==> src/rtl/lsu_port_arbiter.sv <==
// rtl/lsu_port_arbiter.sv - two-port arbiter in front of the data-side LSU
module lsu_port_arbiter #(
  parameter int XLEN         = 64,
  parameter int ADDR_W       = 58,
  parameter int STARVE_LIMIT = 4
) (
  input  logic                clk,
  input  logic                rst,
  // port 0: exec_mem
  input  logic                p0_prev_stalled,
  input  logic [ADDR_W-1:0]   p0_addr,
  input  logic                p0_do_load,
  input  logic                p0_do_store,
  input  logic [XLEN-1:0]     p0_store_data,
  input  logic [XLEN/8-1:0]   p0_store_mask,
  input  logic                p0_lock,
  output logic                p0_stall_next,
  output logic                p0_access_fault,
  output logic [XLEN-1:0]     p0_load_data,
  // port 1: secondary client
  input  logic                p1_prev_stalled,
  input  logic [ADDR_W-1:0]   p1_addr,
  input  logic                p1_do_load,
  input  logic                p1_do_store,
  input  logic [XLEN-1:0]     p1_store_data,
  input  logic [XLEN/8-1:0]   p1_store_mask,
  output logic                p1_stall_next,
  output logic                p1_access_fault,
  output logic [XLEN-1:0]     p1_load_data,
  // downstream LSU
  output logic                lsu_prev_stalled,
  output logic [ADDR_W-1:0]   lsu_addr,
  output logic                lsu_do_load,
  output logic                lsu_do_store,
  output logic [XLEN-1:0]     lsu_store_data,
  output logic [XLEN/8-1:0]   lsu_store_mask,
  input  logic                lsu_stall_next,
  input  logic                lsu_access_fault,
  input  logic [XLEN-1:0]     lsu_load_data
);

  localparam int MASK_W = XLEN / 8;
  localparam int CNT_W  = $clog2(STARVE_LIMIT + 1);
  localparam logic [CNT_W-1:0] LIMIT_C = CNT_W'(STARVE_LIMIT);

  typedef enum logic [1:0] {ST_IDLE, ST_BUSY, ST_LOCK0} state_t;

  typedef struct packed {
    logic [ADDR_W-1:0] addr;
    logic              ld;
    logic              st;
    logic [XLEN-1:0]   data;
    logic [MASK_W-1:0] mask;
  } req_t;

  state_t           state_q, state_d;
  logic             owner_q, owner_d;
  logic [1:0]       pend_v_q, pend_v_d;
  req_t             pend0_q, pend0_d;
  req_t             pend1_q, pend1_d;
  logic [CNT_W-1:0] starve_q, starve_d;

  req_t live0, live1, req0, req1, issue_req;
  logic resp, busy0, busy1, acc0, acc1, cand0, cand1;
  logic locked, elig1, window, grant0, grant1, issue;

  assign live0 = {p0_addr, p0_do_load, p0_do_store, p0_store_data, p0_store_mask};
  assign live1 = {p1_addr, p1_do_load, p1_do_store, p1_store_data, p1_store_mask};

  // Response decode, port occupancy, candidates and the lock window.
  always_comb begin
    resp   = (state_q == ST_BUSY) && !lsu_stall_next;
    // A port is busy while it holds a buffered request or an unanswered in-flight one;
    // the owner becomes free in its response cycle so it can issue back-to-back.
    busy0  = pend_v_q[0] || ((state_q == ST_BUSY) && !owner_q && !resp);
    busy1  = pend_v_q[1] || ((state_q == ST_BUSY) &&  owner_q && !resp);
    acc0   = !p0_prev_stalled && !busy0;
    acc1   = !p1_prev_stalled && !busy1;
    cand0  = pend_v_q[0] || acc0;
    cand1  = pend_v_q[1] || acc1;
    req0   = pend_v_q[0] ? pend0_q : live0;
    req1   = pend_v_q[1] ? pend1_q : live1;
    // The lock already applies in the response cycle that requests it, so port 1
    // cannot slip between the AMO load and its store.
    locked = (state_q == ST_LOCK0) || (resp && !owner_q && p0_lock);
    elig1  = cand1 && !locked;
    window = (state_q != ST_BUSY) || resp;
  end

  // Fixed priority to port 0, overridden once port 1 has waited too long.
  always_comb begin
    grant0 = 1'b0;
    grant1 = 1'b0;
    if (window) begin
      if (elig1 && (starve_q == LIMIT_C)) begin
        grant1 = 1'b1;
      end else if (cand0) begin
        grant0 = 1'b1;
      end else if (elig1) begin
        grant1 = 1'b1;
      end
    end
    issue = grant0 || grant1;
  end

  // Next state, request buffers and starvation counter.
  always_comb begin
    state_d  = state_q;
    owner_d  = owner_q;
    pend_v_d = pend_v_q;
    pend0_d  = pend0_q;
    pend1_d  = pend1_q;
    starve_d = starve_q;

    if (issue) begin
      state_d = ST_BUSY;
      owner_d = grant1;
    end else if (resp) begin
      state_d = (!owner_q && p0_lock) ? ST_LOCK0 : ST_IDLE;
    end

    if (grant0) begin
      pend_v_d[0] = 1'b0;
    end else if (acc0) begin
      pend_v_d[0] = 1'b1;
      pend0_d     = live0;
    end

    if (grant1) begin
      pend_v_d[1] = 1'b0;
    end else if (acc1) begin
      pend_v_d[1] = 1'b1;
      pend1_d     = live1;
    end

    if (grant1) begin
      starve_d = '0;
    end else if (grant0 && cand1 && (starve_q != LIMIT_C)) begin
      starve_d = starve_q + 1'b1;
    end
  end

  // State register with synchronous reset; buffered requests are dropped on reset.
  always_ff @(posedge clk) begin
    if (rst) begin
      state_q  <= ST_IDLE;
      owner_q  <= 1'b0;
      pend_v_q <= '0;
      pend0_q  <= '0;
      pend1_q  <= '0;
      starve_q <= '0;
    end else begin
      state_q  <= state_d;
      owner_q  <= owner_d;
      pend_v_q <= pend_v_d;
      pend0_q  <= pend0_d;
      pend1_q  <= pend1_d;
      starve_q <= starve_d;
    end
  end

  // Downstream request mux and upstream status.
  always_comb begin
    issue_req        = grant1 ? req1 : req0;
    lsu_prev_stalled = !issue;
    lsu_addr         = issue_req.addr;
    lsu_do_load      = issue && issue_req.ld;
    lsu_do_store     = issue && issue_req.st;
    lsu_store_data   = issue_req.data;
    lsu_store_mask   = issue_req.mask;

    p0_stall_next    = busy0 || acc0;
    p1_stall_next    = busy1 || acc1;
    p0_access_fault  = resp && !owner_q && lsu_access_fault;
    p1_access_fault  = resp &&  owner_q && lsu_access_fault;
    p0_load_data     = lsu_load_data;
    p1_load_data     = lsu_load_data;
  end

  // A requester must wait for stall_next to drop before raising a new request.
  a_p0_no_req_while_busy: assert property (@(posedge clk) disable iff (rst)
    !(busy0 && !p0_prev_stalled));
  a_p1_no_req_while_busy: assert property (@(posedge clk) disable iff (rst)
    !(busy1 && !p1_prev_stalled));

endmodule
==> config.mk <==
export PLATFORM = sky130hd
export DESIGN_NAME = lsu_port_arbiter
export DESIGN_NICKNAME = d
export VERILOG_FILES = /design/src/rtl/lsu_port_arbiter.sv
export SDC_FILE = /design/constraint.sdc
export NUM_CORES = 1
export LEC_CHECK = 0
export CORE_AREA = 2 2 232 234
export CTS_BUF_LIST = sky130_fd_sc_hd__clkbuf_8
export CTS_CLUSTER_SIZE = 16
export DETAILED_ROUTE_END_ITERATION = 7
export DIE_AREA = 0 0 234 236
export HOLD_SLACK_MARGIN = 0.1
export PLACE_DENSITY = 0.57
export SLEW_MARGIN = 0
export SYNTH_ARGS = -nofsm -noshare
export SYNTH_HDL_FRONTEND = slang
export SYNTH_SLANG_ARGS = --single-unit
==> constraint.sdc <==
create_clock -name clk -period 4.7 [get_ports clk]
set_input_delay 0.705 -clock clk [delete_from_list [all_inputs] [get_ports clk]]
set_output_delay 0.705 -clock clk [all_outputs]
set_load 0.1 [all_outputs]
==> results.cfg, run 1 <==
[floorplanning]
row_count = 85
die_y_um = 236
design.core.area_um2 = 53100
floorplan.initialDensity = 0.314
fp.dieW_um = 234
floorplan.die_area_um2 = 55200
i_o_pin_total = 600

[job]
timing.max_cap.violations = 0

[global_routing]
wire_length_of_the_first_global_routing_pass_um = 86400
antenna_found_initial = 16
grt_max_degree = 175
total_routing_usage_reported_by_global_routing = 0.200
grt_overflow = 0
via_count_of_the_first_global_routing_pass = 14100

[power]
pwr-share-comb = 0.353
cell_internal_pwr_mw = 4.90
sequentialPowerShare = 0.314
post-layout-total-power_mw = 7.84
power.share.switching = 0.374
netSwitchingPower_mw = 2.93
power-per-cell-area_nw_per_um2 = 347
ir_drop_mv = 0.209
power.share.clock = 0.333
power_leakage_nw = 7.86

[timing]
timing.max_slew.rel_slack = 0.247
setup_total_negative_slack_ns = 0
worst_clock_skew_ns = 0.0421
grt_setup_unrepaired = false
period_share = 0.870
timing.fmax_ghz = 0.244
final.min_clock_period_ns = 4.09
finalSetupViolCount = 0
tightestPinTransition_ns = 1.13
hold_violations = 0
max_transition_viols_final = 0

[setup_path]
timing.critical_path.slowest_stage_cell = sky130_fd_sc_hd__clkdlybuf4s50_1
critical_path.max_stage_delay_ns = 0.58
start_kind = primary input
crit_required_ns = 3.99
crit_path_cell_trace = clkdlybuf4s50_1, nand4b_1, a21oi_2, nor3_2, buf_12, mux2i_1, buf_12
critPathBufInv = 3
worstSetupPathType = in -> out
cpMostUsedCell = sky130_fd_sc_hd__buf_12
cp-end-kind = output port
timing.critical_path.max_delay_family = buffers and inverters
worstPathMaxFanout = 63
critPathArrivalTime_ns = 3.39

[clocking]
htree_num_levels = 2
ctsResizeCount = 0
postCtsSetupRepairBufs = 0
clock-sinks = 272
clk_root_buffer_cell = sky130_fd_sc_hd__clkbuf_8
worstSkewPairLatency_ns = 0.64
cts.reportedPaths.clkPinSlew_ns = 0.06
cts_tree = yes
hold_buffers = 0
tritoncts.num_buffers = 54
clock_tree.buffer_depth = 3

[status]
status = completed

[logic_synthesis]
post-synth-top-area-cell = sky130_fd_sc_hd__dfxtp_1
postSynthNetCount = 2165
yosysSeqAreaShare = 0.327
yosys.area_share.simple = 0.0706
synth_seq_cells = 272
synth_top_cell_area_share = 0.327
postSynthAreaPerCell_um2 = 9.11
synth.top_cells.by_count = 524 x sky130_fd_sc_hd__mux2i_1, 272 x sky130_fd_sc_hd__dfxtp_1, 265 x sky130_fd_sc_hd__nand2_1
synth-main-ff-cell = sky130_fd_sc_hd__dfxtp_1
synth_enable_flop_cells = 0
synth_warnings = 0
combinational_family_with_the_most_area_after_synthesis = multiplexers
synthDistinctLibCells = 43
syn_area_um2 = 16700
xor_xnor_fraction_of_synth_area = 0.000526
post_synthesis_compound_gate_area_fraction = 0.140
yosysMostFrequentCell = sky130_fd_sc_hd__mux2i_1
synth-adder-area-share = 0.00150
netlist_top_cells_area = sky130_fd_sc_hd__dfxtp_1 33%, sky130_fd_sc_hd__mux2i_1 31%, sky130_fd_sc_hd__o2111ai_1 6.9%
yosys-mux-area-fraction = 0.318
netlist_instances = 1828
synthArstFlopShare = 0

[routing]
detailroute.via_count = 14200
total_wirelength_um = 57600
route.detailed.wl_per_inst_um = 20.9
drt.antenna.violating_nets = 0
via_per_inst = 5.17
drtPass1Iterations = 5
detail_route.drc_violations = 0
initialDrtViolationCount = 613

[finish]
layout-drive-gt1-share = 0.126
num-nets-final = 2343
final_cell_count_no_fill = 2753
area_growth_from_synthesis_to_final_layout_pct = 35.6
layout.cell_area.non_filler_um2 = 22600

[placement]
io_buffers = 407
numPlacedInstances = 2646
detailedPlacementHpwl_um = 38000
gp_congestion = 0.820
placedInstanceArea_um2 = 21400

[worst_hold_path]
hold_class = reg -> reg
-- per-stage QoR --
step	utilization	hold slack (ns)	worst slack (ns)
after floorplan	-	0.431	0.508
after global placement	0.403	0.439	0.625
after detailed placement	0.403	0.450	0.580
after CTS	0.425	0.458	0.550
after global routing	0.426	0.475	0.412
final	0.426	0.455	0.609
-- sequential cells by signal, indices dropped and copies added (netlist names) --
name      cells
owner_q       1
pend0_q     132
pend1_q     132
pend_v_q      2
starve_q      3
state_q       2
-- layout make-up --
type / instances / area (um2)
fill: 5048 / 30500
multi-input combinational: 1113 / 8880
timing repair buffer: 427 / 5660
sequential: 272 / 5450
clock buffer: 74 / 1020
tap: 696 / 871
inverter: 138 / 526
clock inverter: 21 / 148
antenna: 12 / 30.0
-- path summary, 6_finish.rpt --
kind                        from           end  slack (ns)  depth (start not counted)
hold reg to reg      pend0_q[72]   pend0_q[72]        0.45                          2
setup reg to reg     pend_v_q[0]   pend1_q[33]        1.49                          6
hold / removal       pend0_q[72]   pend0_q[72]        0.45                          2
setup / recovery  lsu_stall_next  lsu_addr[18]        0.61                          7
-- metal layers --
layer  wire [um]  GRT usage  up-vias
met1       23500      0.242     6860
li1            -          -     6812
met3        3680     0.0500      155
met2       27900      0.325      393
met5          53   0.000893        -
met4        2500      0.106        8
-- tightest hold or removal path: stages, from the launching register on --
cell	delay, ns
sky130_fd_sc_hd__dfxtp_1	0.31
sky130_fd_sc_hd__nand2_1	0.05
sky130_fd_sc_hd__mux2i_1	0.05
-- power groups by stage --
stage | registers, mW | logic, mW | clock network (mW)
2_1_floorplan | 2.48 | 2.21 | 0
3_3_place_gp | 2.50 | 2.76 | 0
3_5_place_dp | 2.51 | 2.77 | 0
4_1_cts | 2.46 | 2.78 | 2.71
5_1_grt | 2.47 | 2.87 | 2.80
6_report | 2.46 | 2.76 | 2.61
-- kinds of logic after synthesis --
family / Yosys count
DFF: 272
buffers and inverters: 443
and+or+nand+nor: 294
xor gates and xnor gates: 1
AOI/OAI and AO/OA: 288
muxes: 528
adders and majority gates: 2
-- cell usage in the layout, fill, tap and decap left out, types with 12 or more instances in the layout --
master	synthesis	routed
sky130_fd_sc_hd__nand2_1	265	265
sky130_fd_sc_hd__clkdlybuf4s50_1	0	269
sky130_fd_sc_hd__diode_2	0	12
sky130_fd_sc_hd__clkbuf_8	0	74
sky130_fd_sc_hd__buf_4	147	15
sky130_fd_sc_hd__dfxtp_1	272	270
sky130_fd_sc_hd__mux2i_1	524	524
sky130_fd_sc_hd__o2111ai_1	132	132
sky130_fd_sc_hd__o31ai_1	132	132
sky130_fd_sc_hd__inv_1	138	150
sky130_fd_sc_hd__buf_12	8	142
Power figures use the tool's default switching activity.
==> run 2, diff against run 1 <==
==> config.mk (replaced) <==
export PLATFORM = sky130hd
export DESIGN_NAME = lsu_port_arbiter
export DESIGN_NICKNAME = d
export VERILOG_FILES = /design/src/rtl/lsu_port_arbiter.sv
export SDC_FILE = /design/constraint.sdc
export NUM_CORES = 1
export LEC_CHECK = 0
export CORE_AREA = 2 2 235 237
export DETAILED_ROUTE_END_ITERATION = 7
export DIE_AREA = 0 0 237 239
export HOLD_SLACK_MARGIN = 0.1
export PLACE_DENSITY = 0.65
export SLEW_MARGIN = 0
export SYNTH_ARGS = -nofsm -noshare
export SYNTH_HDL_FRONTEND = slang
export SYNTH_SLANG_ARGS = --single-unit
==> run 2 against run 1 <==
Effect of this change: final area rose by 0.17%; clock power rose by 3%; global-route usage fell by 0.59 points; critical path type unchanged; largest cell class unchanged.
==> results.cfg, run 2 (synthesis gave the netlist of run 1 again) <==
[power]
power.share.switching = 0.369
ir_drop_mv = 0.230
power_leakage_nw = 7.81
netSwitchingPower_mw = 2.92
pwr-share-comb = 0.351
cell_internal_pwr_mw = 5.00
power-per-cell-area_nw_per_um2 = 350
power.share.clock = 0.340
sequentialPowerShare = 0.309

[timing]
final.min_clock_period_ns = 4.17
timing.max_slew.rel_slack = 0.287
tightestPinTransition_ns = 1.07
timing.fmax_ghz = 0.240
finalSetupViolCount = 0
period_share = 0.887
worst_clock_skew_ns = 0.0150
setup_total_negative_slack_ns = 0
grt_setup_unrepaired = false
max_transition_viols_final = 0
hold_violations = 0

[routing]
total_wirelength_um = 57100
detail_route.drc_violations = 0
route.detailed.wl_per_inst_um = 20.9
drt.antenna.violating_nets = 0
via_per_inst = 5.24
drtPass1Iterations = 5
detailroute.via_count = 14300
initialDrtViolationCount = 887

[worst_hold_path]
min_path_cells = 2
hold_class = reg -> reg
launch_instance_of_the_worst_min_delay_path = pend0_q[112]
worst_hold_path.endpoint = pend0_q[112]

[finish]
sequential_cell_area_um2 = 5450
most-common-layout-cells = 524 x sky130_fd_sc_hd__mux2i_1, 270 x sky130_fd_sc_hd__dfxtp_1, 269 x sky130_fd_sc_hd__clkdlybuf4s50_1, 265 x sky130_fd_sc_hd__nand2_1, 143 x sky130_fd_sc_hd__buf_12
area_of_combinational_cells_with_multiple_inputs_um2 = 8880
num-nets-final = 2332
fillers = 5160
reg_top3 = pend0_q (132), pend1_q (132), starve_q (3)
layout-drive-gt1-share = 0.118
layout.cell_area.non_filler_um2 = 22600
layout_commonest_cell = sky130_fd_sc_hd__mux2i_1
area_growth_from_synthesis_to_final_layout_pct = 35.8

[floorplanning]
floorplan.initialDensity = 0.306
floorplan.die_area_um2 = 56600
row_count = 86
i_o_pin_total = 600
fp.dieW_um = 237
design.core.area_um2 = 54300
die_y_um = 239

[setup_path]
critical_path.max_stage_delay_ns = 0.60
timing.critical_path.slowest_stage_cell = sky130_fd_sc_hd__clkdlybuf4s50_1
crit_required_ns = 3.99
crit-reg2reg-capture = pend1_q[16]
crit_path_cell_trace = clkdlybuf4s50_1, nand4b_1, a21oi_2, nor3_2, buf_12, mux2i_1, buf_12
worstSetupPathType = in -> out
cp-end-kind = output port
r2r_start = pend_v_q[0]
worstPathMaxFanout = 53
worstRegToRegCells = 6
timing.reg2reg.setup_slack_ns = 1.59
critPathArrivalTime_ns = 3.47
timing.critical_path.max_delay_family = buffers and inverters
cpMostUsedCell = sky130_fd_sc_hd__buf_12
critPathBufInv = 3
start_kind = primary input

[global_routing]
total_routing_usage_reported_by_global_routing = 0.194
wire_length_of_the_first_global_routing_pass_um = 86900
grt_max_degree = 143
grt_overflow = 0
antenna_found_initial = 9
via_count_of_the_first_global_routing_pass = 14500

[placement]
placedInstanceArea_um2 = 21500
gp_congestion = 0.851
detailedPlacementHpwl_um = 39100
io_buffers = 407

[clocking]
cts.reportedPaths.clkPinSlew_ns = 0.05
clock_tree.buffer_depth = 3
cts_tree = yes
htree_num_levels = 2
ctsResizeCount = 0
clk_root_buffer_cell = sky130_fd_sc_hd__clkbuf_16
clock-sinks = 272
postCtsSetupRepairBufs = 0
hold_buffers = 0
tritoncts.num_buffers = 36
worstSkewPairLatency_ns = 0.54

[job]
timing.max_cap.violations = 0

[status]
status = completed
==> run 2: changes by cell type in the layout (fill, tap and decap cells not counted), sizes merged, moves of 2 or more <==
cell / change
buf: +7
bufinv: -2
clkbuf: -20
clkinv: +2
diode: -8
inv: -10
==> run 2: worst max path at each step <==
stage | start | endpoint | slack [ns] | cells past startpoint
2_1_floorplan | lsu_stall_next | lsu_addr[0] | 0.51 | 8
3_3_place_gp | lsu_stall_next | lsu_store_data[43] | 0.72 | 7
3_5_place_dp | lsu_stall_next | lsu_store_data[43] | 0.61 | 7
4_1_cts | lsu_stall_next | lsu_store_data[43] | 0.58 | 7
5_1_grt | lsu_stall_next | lsu_addr[10] | 0.41 | 8
6_report | lsu_stall_next | lsu_store_data[44] | 0.53 | 7
==> run 2: worst reg2reg max path: cells and delay by family (launching register included) <==
kind	cells	cell delay [ns]
flops	1	0.67
buf+inv	2	1.50
simple gates	1	0.23
compound gates	3	0.61
==> run 2: metrics by stage <==
step	cells	setup WS [ns]	hold WS [ns]	utilization	total power [mW]
floorplan	1828	0.508	0.431	-	4.69
global placement	2661	0.717	0.440	0.395	5.26
detailed placement	2661	0.612	0.446	0.395	5.29
CTS	2725	0.584	0.458	0.416	8.03
global route	2729	0.406	0.473	0.416	8.22
finish	2729	0.529	0.454	0.416	7.93
==> run 2: power groups by stage <==
stage	logic (mW)	registers [mW]	clock network [mW]
after global routing	2.89	2.46	2.87
after floorplan	2.21	2.48	0
final	2.78	2.45	2.69
after detailed placement	2.79	2.50	0
after global placement	2.77	2.49	0
after CTS	2.80	2.45	2.79
==> run 2: area by class of cell <==
class	count	area share
multi-input cells	1113	0.393
repair buffers	434	0.253
flip-flops and latches	272	0.241
clock buffers	54	0.0477
well taps	704	0.0389
inverters	138	0.0232
clock inverters	10	0.00304
diodes	4	0.000442
==> run 2: per-layer routing <==
metal | track usage | part of all wire | up-vias
li1 | - | - | 6749
met1 | 0.232 | 0.41 | 6996
met2 | 0.334 | 0.50 | 398
met3 | 0.0469 | 0.055 | 150
met4 | 0.0807 | 0.035 | 10
met5 | 0 | 0.0012 | -
==> run 3, diff against run 2 <==
--- a/config.mk
+++ b/config.mk
@@ -10,7 +10,7 @@
 export DIE_AREA = 0 0 237 239
 export HOLD_SLACK_MARGIN = 0.1
 export PLACE_DENSITY = 0.65
-export SLEW_MARGIN = 0
+export SLEW_MARGIN = 5
 export SYNTH_ARGS = -nofsm -noshare
 export SYNTH_HDL_FRONTEND = slang
 export SYNTH_SLANG_ARGS = --single-unit
==> constraint.sdc (replaced) <==
create_clock -name clk -period 5 [get_ports clk]
set_input_delay 0.75 -clock clk [delete_from_list [all_inputs] [get_ports clk]]
set_output_delay 0.75 -clock clk [all_outputs]
set_load 0.1 [all_outputs]
==> run 3 against run 2 <==
Effect of this change: routed wire length rose by 0.63%; via count down 0.20%; largest power group unchanged; final area is 0.36% lower; critical endpoint is now lsu_addr[11]; critical path type unchanged.
==> results.cfg, run 3 (synthesis gave the netlist of run 1 again) <==
[floorplanning]
die_y_um = 239
fp.dieW_um = 237
row_count = 86
floorplan.die_area_um2 = 56600
i_o_pin_total = 600
floorplan.initialDensity = 0.306
design.core.area_um2 = 54300

[global_routing]
total_routing_usage_reported_by_global_routing = 0.195
grt_max_degree = 169
antenna_found_initial = 5
grt_overflow = 0
via_count_of_the_first_global_routing_pass = 14400
wire_length_of_the_first_global_routing_pass_um = 86600

[setup_path]
crit_required_ns = 4.25
worstRegToRegCells = 6
critical_path.max_stage_delay_ns = 0.59
critPathArrivalTime_ns = 3.47
timing.critical_path.slowest_stage_cell = sky130_fd_sc_hd__clkdlybuf4s50_1
start_kind = primary input
crit-reg2reg-capture = pend1_q[1]
crit_path_cell_trace = clkdlybuf4s50_1, nand4b_1, a21oi_2, nor3_2, buf_12, buf_4, mux2i_1, buf_12
timing.critical_path.max_delay_family = buffers and inverters
cp-end-kind = output port
worstPathMaxFanout = 20
cpMostUsedCell = sky130_fd_sc_hd__buf_12
worstSetupPathType = in -> out
critPathBufInv = 4
timing.reg2reg.setup_slack_ns = 1.76
r2r_start = pend_v_q[0]

[placement]
io_buffers = 407
gp_congestion = 0.858
placedInstanceArea_um2 = 21400
detailedPlacementHpwl_um = 38800

[power]
power-per-cell-area_nw_per_um2 = 331
post-layout-total-power_mw = 7.45
power_leakage_nw = 7.78
ir_drop_mv = 0.219

[routing]
detail_route.drc_violations = 0
drt.antenna.violating_nets = 0
detailroute.via_count = 14300
via_per_inst = 5.25
total_wirelength_um = 57400
initialDrtViolationCount = 699
drtPass1Iterations = 4
route.detailed.wl_per_inst_um = 21.1

[timing]
setup_total_negative_slack_ns = 0
finalSetupViolCount = 0
final.min_clock_period_ns = 4.22
timing.max_slew.rel_slack = 0.215
timing.fmax_ghz = 0.237
tightestPinTransition_ns = 1.18
max_transition_viols_final = 0
finalHoldWorstSlack_ns = 0.454
worst_clock_skew_ns = 0.0303
period_share = 0.844
hold_violations = 0
grt_setup_unrepaired = false

[worst_hold_path]
hold_class = reg -> reg
min_path_cells = 2
worst_hold_path.endpoint = pend0_q[113]
launch_instance_of_the_worst_min_delay_path = pend0_q[113]

[clocking]
hold_buffers = 0
tritoncts.num_buffers = 35
ctsResizeCount = 0
cts.reportedPaths.clkPinSlew_ns = 0.06
clk_root_buffer_cell = sky130_fd_sc_hd__clkbuf_16
clock_tree.buffer_depth = 3
worstSkewPairLatency_ns = 0.55
clock-sinks = 272
postCtsSetupRepairBufs = 0
htree_num_levels = 2
cts_tree = yes

[finish]
sequential_cell_area_um2 = 5450
layout_commonest_cell = sky130_fd_sc_hd__mux2i_1
fillers = 5188
num-nets-final = 2329
reg_top3 = pend0_q (132), pend1_q (132), starve_q (3)
post_layout_util = 0.415
area_growth_from_synthesis_to_final_layout_pct = 35.4
area_of_combinational_cells_with_multiple_inputs_um2 = 8880
layout-drive-gt1-share = 0.116
layout.cell_area.non_filler_um2 = 22500
most-common-layout-cells = 524 x sky130_fd_sc_hd__mux2i_1, 270 x sky130_fd_sc_hd__dfxtp_1, 269 x sky130_fd_sc_hd__clkdlybuf4s50_1, 265 x sky130_fd_sc_hd__nand2_1, 139 x sky130_fd_sc_hd__buf_12

[status]
status = completed

[job]
timing.max_cap.violations = 0
[run 3: cell types whose count changed in the layout (fill, tap and decap cells not counted), sizes merged]
cell	delta
clkinv	-2
clkinvlp	+1
buf	-2
clkbuf	-2
diode	-2
inv	-2
bufinv	+1
[run 3: how the worst max path moves through the flow]
stage	slack (ns)	from	depth (start not counted)	end
after floorplan	0.72	lsu_stall_next	8	lsu_addr[0]
after global placement	0.90	lsu_stall_next	8	lsu_addr[26]
after detailed placement	0.83	lsu_stall_next	8	lsu_addr[7]
after CTS	0.78	lsu_stall_next	8	lsu_addr[7]
after global routing	0.62	lsu_stall_next	8	lsu_addr[7]
final	0.78	lsu_stall_next	8	lsu_addr[11]
[run 3: power by group]
group          switching (mW)  internal, mW  leakage [nW]  total (mW)
Combinational            1.65         0.942          5.01        2.59
Clock                    1.04          1.51         0.559        2.55
Sequential             0.0596          2.25          2.21        2.31
[run 3: layout make-up]
type	count	share of cell area
inverters	138	0.0233
multi-input cells	1113	0.394
clock buffers	52	0.0466
diodes	2	0.000222
flip-flops and latches	272	0.242
repair buffers	432	0.251
clock inverters	8	0.00383
well taps	704	0.0391
[run 3: layer usage]
| metal | GRT usage | wire length [um] | share of wire |
|---|---|---|---|
| met3 | 0.0470 | 3540 | 0.062 |
| met5 | 0 | 48 | 0.00084 |
| met1 | 0.221 | 22800 | 0.40 |
| met4 | 0.0871 | 2320 | 0.040 |
| met2 | 0.345 | 28700 | 0.50 |
[run 3: through the flow]
step,cells,setup slack (ns)
after floorplan,1828,0.718
after global placement,2659,0.899
after detailed placement,2659,0.828
after CTS,2719,0.781
after global routing,2721,0.619
final,2721,0.779
[run 3: tightest hold or removal path, cell delays in order, from the launching register on]
cell	delay, ns
sky130_fd_sc_hd__dfxtp_1	0.31
sky130_fd_sc_hd__nand2_1	0.05
sky130_fd_sc_hd__mux2i_1	0.05
